[config.mk]
export PLATFORM = sky130hd
export DESIGN_NAME = mips_multicycle_controller_flat
export DESIGN_NICKNAME = d
export VERILOG_FILES = /design/src/rtl/mips_multicycle_controller_pkg.sv /design/src/rtl/mips_multicycle_controller_if.sv /design/src/rtl/mips_multicycle_controller_alu_decoder.sv /design/src/rtl/mips_multicycle_controller.sv /design/src/flat_wrapper.sv
export SDC_FILE = /design/constraint.sdc
export NUM_CORES = 1
export LEC_CHECK = 0
export ABC_AREA = 1
export CORE_UTILIZATION = 51
export CTS_BUF_LIST = sky130_fd_sc_hd__clkbuf_16
export DETAILED_ROUTE_END_ITERATION = 16
export GPL_TIMING_DRIVEN = 0
export PLACE_DENSITY = 0.95
export SLEW_MARGIN = 20
export SYNTH_ARGS = -nofsm -noshare
export SYNTH_HDL_FRONTEND = slang
export SYNTH_HIERARCHICAL = 1
export SYNTH_SLANG_ARGS = --single-unit
[constraint.sdc]
create_clock -name clk -period 1.9 [get_ports clk]
set_input_delay 0.38 -clock clk [delete_from_list [all_inputs] [get_ports clk]]
set_output_delay 0.38 -clock clk [all_outputs]
set_load 0.01 [all_outputs]
[src/rtl/mips_multicycle_controller_pkg.sv]
// Shared encodings for the multicycle MIPS controller: opcodes, functs, ALU codes, FSM states.
// Latency: n/a (constants, types and pure functions only).
// Backpressure: n/a.
package mips_pkg;

    localparam logic [5:0] OP_RTYPE = 6'b000000;
    localparam logic [5:0] OP_LW    = 6'b100011;
    localparam logic [5:0] OP_SW    = 6'b101011;
    localparam logic [5:0] OP_BEQ   = 6'b000100;
    localparam logic [5:0] OP_ADDI  = 6'b001000;
    localparam logic [5:0] OP_J     = 6'b000010;

    localparam logic [5:0] FN_ADD = 6'b100000;
    localparam logic [5:0] FN_SUB = 6'b100010;
    localparam logic [5:0] FN_AND = 6'b100100;
    localparam logic [5:0] FN_OR  = 6'b100101;
    localparam logic [5:0] FN_SLT = 6'b101010;

    localparam logic [2:0] ALU_AND = 3'b000;
    localparam logic [2:0] ALU_OR  = 3'b001;
    localparam logic [2:0] ALU_ADD = 3'b010;
    localparam logic [2:0] ALU_SUB = 3'b110;
    localparam logic [2:0] ALU_SLT = 3'b111;

    typedef enum logic [3:0] {
        S_FETCH, S_DECODE, S_MEMADR, S_MEMRD, S_MEMWB, S_MEMWR,
        S_RTYPEEX, S_RTYPEWB, S_BEQEX, S_ADDIEX, S_ADDIWB, S_JEX
    } state_t;

    typedef enum logic [1:0] {ALUOP_ADD = 2'd0, ALUOP_SUB = 2'd1, ALUOP_FUNCT = 2'd2} aluop_t;

    // Per-state control word. irwrite_mr/pcwrite_mr are the FETCH strobes that
    // only take effect once memory reports the fetch complete.
    typedef struct packed {
        logic       memwrite;
        logic       irwrite_mr;
        logic       pcwrite_mr;
        logic       pcwrite;
        logic       branch;
        logic       iord;
        logic       regdst;
        logic       memtoreg;
        logic       regwrite;
        logic       alusrca;
        logic [1:0] alusrcb;
        logic [1:0] pcsrc;
        aluop_t     aluop;
    } ctrl_t;

    function automatic logic op_supported(input logic [5:0] op);
        return (op == OP_LW) || (op == OP_SW) || (op == OP_RTYPE) ||
               (op == OP_BEQ) || (op == OP_ADDI) || (op == OP_J);
    endfunction

    function automatic ctrl_t state_ctrl(input state_t s);
        ctrl_t c;
        c = '0;
        case (s)
            S_FETCH:   begin c.alusrcb = 2'b01; c.irwrite_mr = 1'b1; c.pcwrite_mr = 1'b1; end
            S_DECODE:  c.alusrcb = 2'b11;
            S_MEMADR,
            S_ADDIEX:  begin c.alusrca = 1'b1; c.alusrcb = 2'b10; end
            S_MEMRD:   c.iord = 1'b1;
            S_MEMWB:   begin c.regwrite = 1'b1; c.memtoreg = 1'b1; end
            S_MEMWR:   begin c.iord = 1'b1; c.memwrite = 1'b1; end
            S_RTYPEEX: begin c.alusrca = 1'b1; c.aluop = ALUOP_FUNCT; end
            S_RTYPEWB: begin c.regdst = 1'b1; c.regwrite = 1'b1; end
            S_ADDIWB:  c.regwrite = 1'b1;
            S_BEQEX:   begin c.alusrca = 1'b1; c.aluop = ALUOP_SUB; c.pcsrc = 2'b01; c.branch = 1'b1; end
            S_JEX:     begin c.pcsrc = 2'b10; c.pcwrite = 1'b1; end
            default:   ;
        endcase
        return c;
    endfunction

endpackage

[src/rtl/mips_multicycle_controller_if.sv]
// Controller <-> datapath bundle: instruction fields and status in, datapath strobes/selects out.
// Latency: n/a (wiring only).
// Backpressure: memready stalls the controller in FETCH, MEMRD and MEMWR.
interface mips_multicycle_controller_if;
    logic [5:0] op;
    logic [5:0] funct;
    logic       zero;
    logic       memready;
    logic       memwrite;
    logic       irwrite;
    logic       iord;
    logic       regdst;
    logic       memtoreg;
    logic       regwrite;
    logic       alusrca;
    logic [1:0] alusrcb;
    logic [1:0] pcsrc;
    logic       pcen;
    logic [2:0] alucontrol;
    logic       illegal_op;

    // master: datapath side, slave: controller side
    modport master (
        output op, funct, zero, memready,
        input  memwrite, irwrite, iord, regdst, memtoreg, regwrite, alusrca,
               alusrcb, pcsrc, pcen, alucontrol, illegal_op
    );
    modport slave (
        input  op, funct, zero, memready,
        output memwrite, irwrite, iord, regdst, memtoreg, regwrite, alusrca,
               alusrcb, pcsrc, pcen, alucontrol, illegal_op
    );
endinterface

[src/rtl/mips_multicycle_controller_alu_decoder.sv]
// ALU decoder: aluop + funct -> 3-bit ALU operation code.
// Latency: combinational.
// Backpressure: none. Ports: aluop_i, funct_i in; alucontrol_o out.
module alu_decoder
    import mips_pkg::*;
(
    input  aluop_t     aluop_i,
    input  logic [5:0] funct_i,
    output logic [2:0] alucontrol_o
);
    always_comb begin
        alucontrol_o = ALU_ADD;
        case (aluop_i)
            ALUOP_SUB:   alucontrol_o = ALU_SUB;
            ALUOP_FUNCT: begin
                case (funct_i)
                    FN_ADD:  alucontrol_o = ALU_ADD;
                    FN_SUB:  alucontrol_o = ALU_SUB;
                    FN_AND:  alucontrol_o = ALU_AND;
                    FN_OR:   alucontrol_o = ALU_OR;
                    FN_SLT:  alucontrol_o = ALU_SLT;
                    default: alucontrol_o = ALU_ADD;
                endcase
            end
            default:     alucontrol_o = ALU_ADD;
        endcase
    end
endmodule

[src/rtl/mips_multicycle_controller.sv]
// Multicycle MIPS control FSM: sequences fetch/decode/execute/memory/writeback on a shared datapath.
// Latency: outputs registered with state; irwrite/pcen/illegal_op/alucontrol add input-qualified logic.
// Backpressure: memready=0 holds FETCH, MEMRD and MEMWR. Ports: clk, reset (async high), ctrl (slave bundle).
module mips_multicycle_controller
    import mips_pkg::*;
(
    input  logic                         clk,
    input  logic                         reset,
    mips_multicycle_controller_if.slave  ctrl
);
    state_t     state_q, state_d;
    ctrl_t      ctrl_q;
    logic [2:0] alucontrol_w;

    always_comb begin
        state_d = state_q;
        case (state_q)
            S_FETCH:  if (ctrl.memready) state_d = S_DECODE;
            S_DECODE: begin
                case (ctrl.op)
                    OP_LW, OP_SW: state_d = S_MEMADR;
                    OP_RTYPE:     state_d = S_RTYPEEX;
                    OP_BEQ:       state_d = S_BEQEX;
                    OP_ADDI:      state_d = S_ADDIEX;
                    OP_J:         state_d = S_JEX;
                    default:      state_d = S_FETCH;
                endcase
            end
            S_MEMADR:  state_d = (ctrl.op == OP_SW) ? S_MEMWR : S_MEMRD;
            S_MEMRD:   if (ctrl.memready) state_d = S_MEMWB;
            S_MEMWR:   if (ctrl.memready) state_d = S_FETCH;
            S_RTYPEEX: state_d = S_RTYPEWB;
            S_ADDIEX:  state_d = S_ADDIWB;
            default:   state_d = S_FETCH;
        endcase
    end

    // Control word is decoded from the next state so it lines up with state_q
    // without a combinational path from state_q to the datapath strobes.
    always_ff @(posedge clk or posedge reset) begin
        if (reset) begin
            state_q <= S_FETCH;
            ctrl_q  <= state_ctrl(S_FETCH);
        end else begin
            state_q <= state_d;
            ctrl_q  <= state_ctrl(state_d);
        end
    end

    alu_decoder u_alu_dec (
        .aluop_i      (ctrl_q.aluop),
        .funct_i      (ctrl.funct),
        .alucontrol_o (alucontrol_w)
    );

    assign ctrl.memwrite   = ctrl_q.memwrite;
    assign ctrl.irwrite    = ctrl_q.irwrite_mr & ctrl.memready;
    assign ctrl.iord       = ctrl_q.iord;
    assign ctrl.regdst     = ctrl_q.regdst;
    assign ctrl.memtoreg   = ctrl_q.memtoreg;
    assign ctrl.regwrite   = ctrl_q.regwrite;
    assign ctrl.alusrca    = ctrl_q.alusrca;
    assign ctrl.alusrcb    = ctrl_q.alusrcb;
    assign ctrl.pcsrc      = ctrl_q.pcsrc;
    assign ctrl.pcen       = ctrl_q.pcwrite | (ctrl_q.pcwrite_mr & ctrl.memready) |
                             (ctrl_q.branch & ctrl.zero);
    assign ctrl.alucontrol = alucontrol_w;
    // Decode-stage only: the IR is valid from DECODE on, never during FETCH.
    assign ctrl.illegal_op = (state_q == S_DECODE) && !op_supported(ctrl.op);
endmodule

[src/flat_wrapper.sv]
// flat-port wrapper written by rule: the top's interface ports become plain ports
module mips_multicycle_controller_flat import mips_pkg::*;
  (clk, reset, ctrl_op, ctrl_funct, ctrl_zero, ctrl_memready, ctrl_memwrite, ctrl_irwrite, ctrl_iord, ctrl_regdst, ctrl_memtoreg, ctrl_regwrite, ctrl_alusrca, ctrl_alusrcb, ctrl_pcsrc, ctrl_pcen, ctrl_alucontrol, ctrl_illegal_op);
  mips_multicycle_controller_if ctrl_i ();
  input  logic clk;
  input  logic reset;
  input wire logic [$bits(ctrl_i.op)-1:0] ctrl_op;
  input wire logic [$bits(ctrl_i.funct)-1:0] ctrl_funct;
  input wire logic [$bits(ctrl_i.zero)-1:0] ctrl_zero;
  input wire logic [$bits(ctrl_i.memready)-1:0] ctrl_memready;
  output wire logic [$bits(ctrl_i.memwrite)-1:0] ctrl_memwrite;
  output wire logic [$bits(ctrl_i.irwrite)-1:0] ctrl_irwrite;
  output wire logic [$bits(ctrl_i.iord)-1:0] ctrl_iord;
  output wire logic [$bits(ctrl_i.regdst)-1:0] ctrl_regdst;
  output wire logic [$bits(ctrl_i.memtoreg)-1:0] ctrl_memtoreg;
  output wire logic [$bits(ctrl_i.regwrite)-1:0] ctrl_regwrite;
  output wire logic [$bits(ctrl_i.alusrca)-1:0] ctrl_alusrca;
  output wire logic [$bits(ctrl_i.alusrcb)-1:0] ctrl_alusrcb;
  output wire logic [$bits(ctrl_i.pcsrc)-1:0] ctrl_pcsrc;
  output wire logic [$bits(ctrl_i.pcen)-1:0] ctrl_pcen;
  output wire logic [$bits(ctrl_i.alucontrol)-1:0] ctrl_alucontrol;
  output wire logic [$bits(ctrl_i.illegal_op)-1:0] ctrl_illegal_op;
  assign ctrl_i.op = ctrl_op;
  assign ctrl_i.funct = ctrl_funct;
  assign ctrl_i.zero = ctrl_zero;
  assign ctrl_i.memready = ctrl_memready;
  assign ctrl_memwrite = ctrl_i.memwrite;
  assign ctrl_irwrite = ctrl_i.irwrite;
  assign ctrl_iord = ctrl_i.iord;
  assign ctrl_regdst = ctrl_i.regdst;
  assign ctrl_memtoreg = ctrl_i.memtoreg;
  assign ctrl_regwrite = ctrl_i.regwrite;
  assign ctrl_alusrca = ctrl_i.alusrca;
  assign ctrl_alusrcb = ctrl_i.alusrcb;
  assign ctrl_pcsrc = ctrl_i.pcsrc;
  assign ctrl_pcen = ctrl_i.pcen;
  assign ctrl_alucontrol = ctrl_i.alucontrol;
  assign ctrl_illegal_op = ctrl_i.illegal_op;
  mips_multicycle_controller u_core (.clk(clk), .reset(reset), .ctrl(ctrl_i));
endmodule
* Yosys cells after proc, flatten, opt, wreduce, memory -nomap -nowiden
Cells that the tools add are included.
** Cells by class
- Equal/unequal tests :: 28
- Reductions and logical operators :: 15
- Bitwise gates (word level) :: 5
- Mux-type cells :: 20
** Operators with widths (count)
- equality test 6 bit, second input constant :: 6
- case mux 4 bit (7 select lines) :: 1
- equality test 4 x 3 -> 1 bit, second input constant :: 6
- equality test 4 bit, second input constant :: 5
- case mux 4 bit (5 select lines) :: 1
- equality test 4 x 2 -> 1 bit, second input constant :: 4
- 2-to-1 mux 4 bit :: 3
- case mux 3 bit (4 select lines) :: 1
- equality test 4 x 1 -> 1 bit, second input constant :: 2
- zero test 4 bit :: 2
- 2-to-1 mux 1 bit :: 8
- case mux 2 bit (2 select lines) :: 2
- equality test 6 x 2 -> 1 bit, second input constant :: 1
- equality test 6 x 3 -> 1 bit, second input constant :: 1
- equality test 6 x 4 -> 1 bit, second input constant :: 1
- zero test 6 bit :: 1
- case mux 2 bit (3 select lines) :: 1
- case mux 3 bit (2 select lines) :: 1
- OR reduction 2 bit :: 3
- logical OR 1 bit :: 5
- OR reduction 4 bit :: 1
- AND 1 bit :: 3
- 2-to-1 mux 3 bit :: 1
- OR reduction 3 bit :: 1
- 6 further kinds :: 7
** Word-level totals
- Logic and storage cells :: 82
- Input bits :: 16
- Output and inout bits :: 16
- Register bits after elaboration :: 20

* Longest topological paths before layout
Gate-level depths: netlist of run 1.
- Word-level depth :: 8
- Depth in mapped cells :: 11
- Gate-level depth less buffers :: 11

* By module
The synthesis of run 1 kept the hierarchy.
** Modules (own cells, without submodules)
- mips_multicycle_controller :: cells an instance 121, instances 1, area each 960.9 um^2, seq. area each 427.9 um^2
- alu_decoder :: cells an instance 37, instances 1, area each 173.9 um^2, seq. area each 0.0 um^2

* Least setup slack after synthesis of run 1
No wires, ideal clock.
- Kind :: register -> output
- Start :: reg u_core/ctrl_q[11] (netlist name)
- End :: out ctrl_alucontrol[0]
- Path slack :: 0.384 ns
- Data arrival time :: 1.136 ns
- Cell stages (with the launch flop) :: 5
- Buffers on the path :: 0
- Data required time :: 1.520 ns
- Path through :: dfrtp_1 inv_1 ha_1 or2_1 a21oi_1
** RTL lines
- end, declared :: line flat_wrapper.sv:21 : output wire logic [$bits(ctrl_i.alucontrol)-1:0] ctrl_alucontrol;

* Worst setup path after layout of run 1
- Start :: reg u_core.state_q[1]
- End :: out ctrl_illegal_op
** On the way
- Longest elaborated chain between the ends :: 2
** RTL lines
- start, declared :: line mips_multicycle_controller.sv:11 : state_t state_q, state_d;
- start signal, assigned :: line mips_multicycle_controller.sv:45 : state_q <= state_d;
- equality test 4 x 1 -> 1 bit :: line mips_multicycle_controller.sv:69 : assign ctrl.illegal_op = (state_q == S_DECODE) && !op_supported(ctrl.op);
- logical AND 1 bit :: line mips_multicycle_controller.sv:69
- end, declared :: line flat_wrapper.sv:22 : output wire logic [$bits(ctrl_i.illegal_op)-1:0] ctrl_illegal_op;
No other way between the ends.

==> impl_metrics.yaml, run 1 <==
synthesis:
  synth_simple_gate_area_share_pct: 44.4
  yosysWarnings: 6
  yosys-top-cells-area: "dfrtp_1, nand2_1, inv_1"
  avgSynthCellArea_um2: 7.18
  synthArstFlopShare_pct: 100
  syn_nets: 176
  seq_area_frac_synth_pct: 37.7
  synth_compound_area_share_pct: 3.09
  synth-seq-cells: 17
  synth_top_area_cell: "dfrtp_1"
  synth_adder_area_share_pct: 2.21
  muxShareOfSynthArea_pct: 0
  synth_cell_type_count: 20
  synth_top_family_by_area: "simple AND/OR/NAND/NOR gates"
  synthCells: 158
  synthXorXnorAreaFrac_pct: 0
  ys_top_cells_by_count: "nand2_1, inv_1, nor2_1, nand3_1, dfrtp_1"
  synth_top_area_share_pct: 33.1
  synth_ff_type: "dfrtp_1"
  netlist_area_um2: 1130
  synth_edf_count: 0
  synth_most_common_cell: "nand2_1"
clock_tree:
  path_clk_slew_ps: 50
  numCtsBuffers: 3
  cts_tree: "built"
  clock_sinks: 17
  clk_latency_ps: 250
  hold_buffers: 0
  clockRootBuffer: "clkbuf_16"
  clockBufferDepth: 2
  htree_levels: 1
die:
  dieArea_um2: 2420
  rows: 16
  initial_core_util_pct: 56.1
  die_w_um: 49.2
  ios: 32
  design.core.area_um2: 2020
  die_y_um: 49.2
detailed_routing:
  drc_errors: 0
  num_vias: 1162
  avgViaCountPerCell: 5.21
  drt-initial-drc-count: 32
  drtPass1Iterations: 4
  finalWirelength_um: 3070
  avgRoutedWirePerCell_um: 13.7
  ant_nets: 0
setup_path:
  crit_fanout: 4
  r2r_cells: 11
  start_kind: "register"
  worstSetupStartpoint: "u_core/state_q[1]"
  crit_chain: "inv_1, nand2_1, nor2_4, nand3_1, nor2_1, clkdlybuf4s15_1"
  cp.buffers_inverters: 2
  crit_type: "register to primary output"
  cp.arrival_ps: 1440
  reg2reg_from: "u_core/state_q[1]"
  regToRegSetupSlack_ps: 250
  cp.required_ps: 1520
  r2r_end: "u_core/ctrl.alusrca"
  crit_path_end_kind: "primary output"
  critPathTopFamily: "flip-flops"
  cpPeakStageDelay_ps: 420
  slowest_stage: "dfrtp_1"
power_and_ir_drop:
  p_per_area_nw_per_um2: 1070
  ir_drop_uv: 1020
  total_power_mw: 1.70
  p_leak_nw: 0.871
timing:
  timing.fmax_mhz: 550
  worst_slew_pin_slew_ps: 655
  drv_slew: 0
  fin_crit_ps: 1820
  skew_ps: 2.51
  hold_viol_final: 0
  setup_tns_ps: 0
  min_period_over_period_pct: 95.7
  finalSetupViolCount: 0
  rsz0062_at_grt: "false"
  timing.slew.headroom_pct: 56.3
place:
  portBuffers: 31
  place_area_um2: 1480
  place_congestion: 0.858
  placedCellCount: 216
  hpwlAfterDp_um: 2090
finish:
  syn_to_final_growth_pct: 39.6
  drive_gt1_share_pct: 30.1
  fin_cells: 223
  fin_area_um2: 1580
  nNetsFinal: 215
  n_antenna_cell: 0
global_route:
  grt_max_degree: 18
  grt_use_total_pct: 27.5
  first_global_vias: 1221
  grt_overflow_total: 0
  grt_first_pass_wirelength_um: 4990
  antenna_found_initial: 0
min_path:
  hold_path_class: "input port to asynchronous set/reset pin"
flow_run:
  drv_cap: 0
status:
  status: "completed"
-- worst max path at each step --
stage                              end  slack (ps)  depth (start not counted)
CTS                 ctrl_alucontrol[1]          20                          8
global placement       ctrl_illegal_op        -310                          6
finish                 ctrl_illegal_op          80                          6
detailed placement  ctrl_alucontrol[0]        -410                          7
floorplan           ctrl_alucontrol[0]         380                          4
global route        ctrl_alucontrol[0]          20                          5
-- power breakdown --
part / total (mW) / leakage, nW / switching (mW) / internal [mW]
logic: 0.763 / 0.606 / 0.445 / 0.318
clock network: 0.429 / 0.0409 / 0.147 / 0.282
registers: 0.511 / 0.225 / 0.0555 / 0.456
-- cell type report --
| class | instances | area (um2) |
|---|---|---|
| Multi-Input combinational cell | 107 | 591 |
| Clock buffer | 3 | 75.1 |
| Clock inverter | 1 | 5.00 |
| Tap cell | 27 | 33.8 |
| Sequential cell | 17 | 429 |
| Inverter | 30 | 113 |
| Timing Repair Buffer | 34 | 308 |
| Buffer | 4 | 30.0 |
| Fill cell | 144 | 438 |
-- what timing repair did --
item / in CTS / in global routing
resized for setup: 30 / 9
pin swaps: 4 / 2
buffers inserted: 2 / 1
setup endpoints to repair: 6 / 5
-- cell usage in the layout, fill, tap and decap left out, types with 4 or more instances in the layout --
| master | synthesis | final |
|---|---|---|
| nand3_1 | 17 | 16 |
| dlygate4sd2_1 | 0 | 12 |
| nor2_1 | 24 | 22 |
| nand2_1 | 30 | 30 |
| inv_1 | 25 | 20 |
| dfrtp_1 | 15 | 14 |
| nor2_2 | 13 | 15 |
| nand2_2 | 4 | 4 |
| nand3_2 | 4 | 5 |
| inv_2 | 5 | 10 |
| buf_4 | 4 | 7 |
| clkdlybuf4s50_1 | 0 | 13 |
-- sequential cells by signal (all words and copies together), names as in the netlist --
register and cells:
u_core/ctrl.regwrite 1, u_core/ctrl.pcsrc 1, u_core/ctrl.alusrcb 2, u_core/state_q 4, u_core/ctrl.memwrite 1, u_core/ctrl_q 4, u_core/ctrl.regdst 1, u_core/ctrl.iord 1
u_core/ctrl.alusrca 1, u_core/ctrl.memtoreg 1
-- per-layer routing --
| layer | wire (um) | track usage [%] | vias up |
|---|---|---|---|
| met5 | 0 | 0 | - |
| met2 | 1730 | 55.3 | 60 |
| met1 | 1050 | 24.9 | 538 |
| met4 | 53 | 12.3 | 0 |
| met3 | 232 | 7.17 | 6 |
| li1 | - | - | 558 |
-- through the flow --
step	hold WS [ps]	setup WS, ps	utilization, %
after global placement	607	-314	73.1
after global routing	588	19.7	78.3
after CTS	537	25.0	77.7
final	518	81.5	78.3
after floorplan	305	384	-
after detailed placement	618	-407	73.1
-- kinds of logic after synthesis --
logic type      count (synthesis)
simple gates                   99
compound gates                  6
flops                          17
buf+inv                        34
fa+ha+maj                       2
Note: power is estimated with default switching activity, not from simulation.
==> inputs of run 2 (changes only) <==
- CORE_MARGIN: not set -> 1.5
==> impl_metrics.yaml, run 2 (synthesis gave the netlist of run 1 again) <==
detailed_routing:
  drc_errors: 0
  avgRoutedWirePerCell_um: 13.6
  avgViaCountPerCell: 5.25
  finalWirelength_um: 3090
  num_vias: 1191
  drt-initial-drc-count: 29
  ant_nets: 0
  drtPass1Iterations: 5
clock_tree:
  numCtsBuffers: 3
  clock_sinks: 17
  cts_tree: "built"
  hold_buffers: 0
  clk_latency_ps: 250
  path_clk_slew_ps: 50
  clockRootBuffer: "clkbuf_16"
  clockBufferDepth: 2
  htree_levels: 1
timing:
  min_period_over_period_pct: 97.6
  fin_hold_ws_ps: 574
  drv_slew: 0
  setup_tns_ps: 0
  finalSetupViolCount: 0
  timing.fmax_mhz: 539
  fin_crit_ps: 1850
  hold_viol_final: 0
  skew_ps: 2.62
  timing.slew.headroom_pct: 56.6
  worst_slew_pin_slew_ps: 650
global_route:
  first_global_vias: 1138
  grt_first_pass_wirelength_um: 4730
  antenna_found_initial: 0
  grt_use_total_pct: 25.3
  grt_max_degree: 18
  grt_overflow_total: 0
setup_path:
  cp.required_ps: 1520
  cp.arrival_ps: 1470
  start_kind: "register"
  crit_type: "register to primary output"
  crit_path_end_kind: "primary output"
  crit_fanout: 4
power_and_ir_drop:
  switchingPower_mw: 0.648
  clockPowerShare_pct: 24.8
  total_power_mw: 1.72
  p_per_area_nw_per_um2: 1070
  swShare_pct: 37.7
  seqPwrFrac_pct: 29.6
  comb_power_share_pct: 45.6
  power.internal_mw: 1.07
  p_leak_nw: 0.877
  ir_drop_uv: 805
finish:
  fillers: 138
  seqCellArea_um2: 428
  multi_input_area_um2: 589
  n_antenna_cell: 0
  final_common_cell: "nand2_1"
  syn_to_final_growth_pct: 41.3
  most-common-layout-cells: "nand2_1, nor2_1, inv_1"
  nNetsFinal: 219
  drive_gt1_share_pct: 29.0
  fin_area_um2: 1600
die:
  die_w_um: 50.2
  rows: 16
  die_y_um: 50.2
  initial_core_util_pct: 56.1
  design.core.area_um2: 2020
  dieArea_um2: 2520
  ios: 32
place:
  portBuffers: 31
  place_congestion: 0.855
  hpwlAfterDp_um: 2070
  place_area_um2: 1480
status:
  status: "completed"
flow_run:
  drv_cap: 0
min_path:
  hold_path_class: "input port to asynchronous set/reset pin"
[run 2: cell count changes in the layout (fill, tap and decap cells not counted)]
cell	delta
nor2_1	+1
a21oi_2	-1
inv_2	-2
dfrtp_2	-1
buf_4	+4
nor2_2	-2
dlygate4sd2_1	+2
nor2_4	+1
dlymetal6s2s_1	-2
a21oi_1	+1
dfrtp_1	+1
inv_1	+2
[run 2: final timing paths]
check / start / end / slack, ps / depth (start not counted)
max: u_core/state_q[1] / ctrl_illegal_op / 50 / 6
min reg2reg: u_core/state_q[2] / u_core/ctrl.memtoreg / 670 / 3
max in group asynchronous: reset / u_core/ctrl_q[12] / 910 / 2
min: reset / u_core/ctrl.regwrite / 570 / 2
min in group clk: ctrl_memready / u_core/ctrl.memtoreg / 650 / 3
max reg2reg: u_core/state_q[3] / u_core/ctrl.alusrcb[1] / 230 / 11
[run 2: power groups by stage]
stage          clock network (mW)  registers (mW)  logic, mW
6_report                    0.426           0.508      0.784
4_1_cts                     0.432           0.506      0.727
2_1_floorplan                   0           0.513      0.471
5_1_grt                     0.452           0.516      0.851
3_5_place_dp                    0           0.511      0.737
3_3_place_gp                    0           0.505      0.711
[run 2: worst max-delay path, stage by stage, from the launching register on]
cell,delay [ps]
dfrtp_1,420
inv_1,130
nand2_1,100
nor2_4,130
nand3_1,90
nor2_1,110
clkdlybuf4s15_1,240
[run 2: final cells by class]
cell class,count,area share (%)
multi-input cells,107,36.7
plain buffers,4,1.87
flip-flops and latches,17,26.7
clock inverters,1,0.312
well taps,27,2.11
clock buffers,3,4.68
repair buffers,38,20.6
inverters,30,7.02
[run 2: timing repair]
item / CTS / global route
endpoints found under the setup margin: 6 / 3
pin swaps: 6 / 1
setup buffers: 3 / 4
resized for setup: 30 / 5
cloned: 0 / 0
[run 2: metal layers]
layer	vias up	routed length [um]	track usage, %
met2	73	1600	44.7
met4	0	127	16.7
met1	549	1170	27.3
met3	11	192	4.46
met5	-	0	0
li1	558	-	-
[run 2: stage by stage]
step	std cells	setup WS (ps)	util [%]
after detailed placement	216	-358	73.1
after CTS	223	14.0	77.5
final	227	46.0	79.3
after floorplan	158	384	-
after global routing	227	-15.7	79.3
after global placement	216	-315	73.1
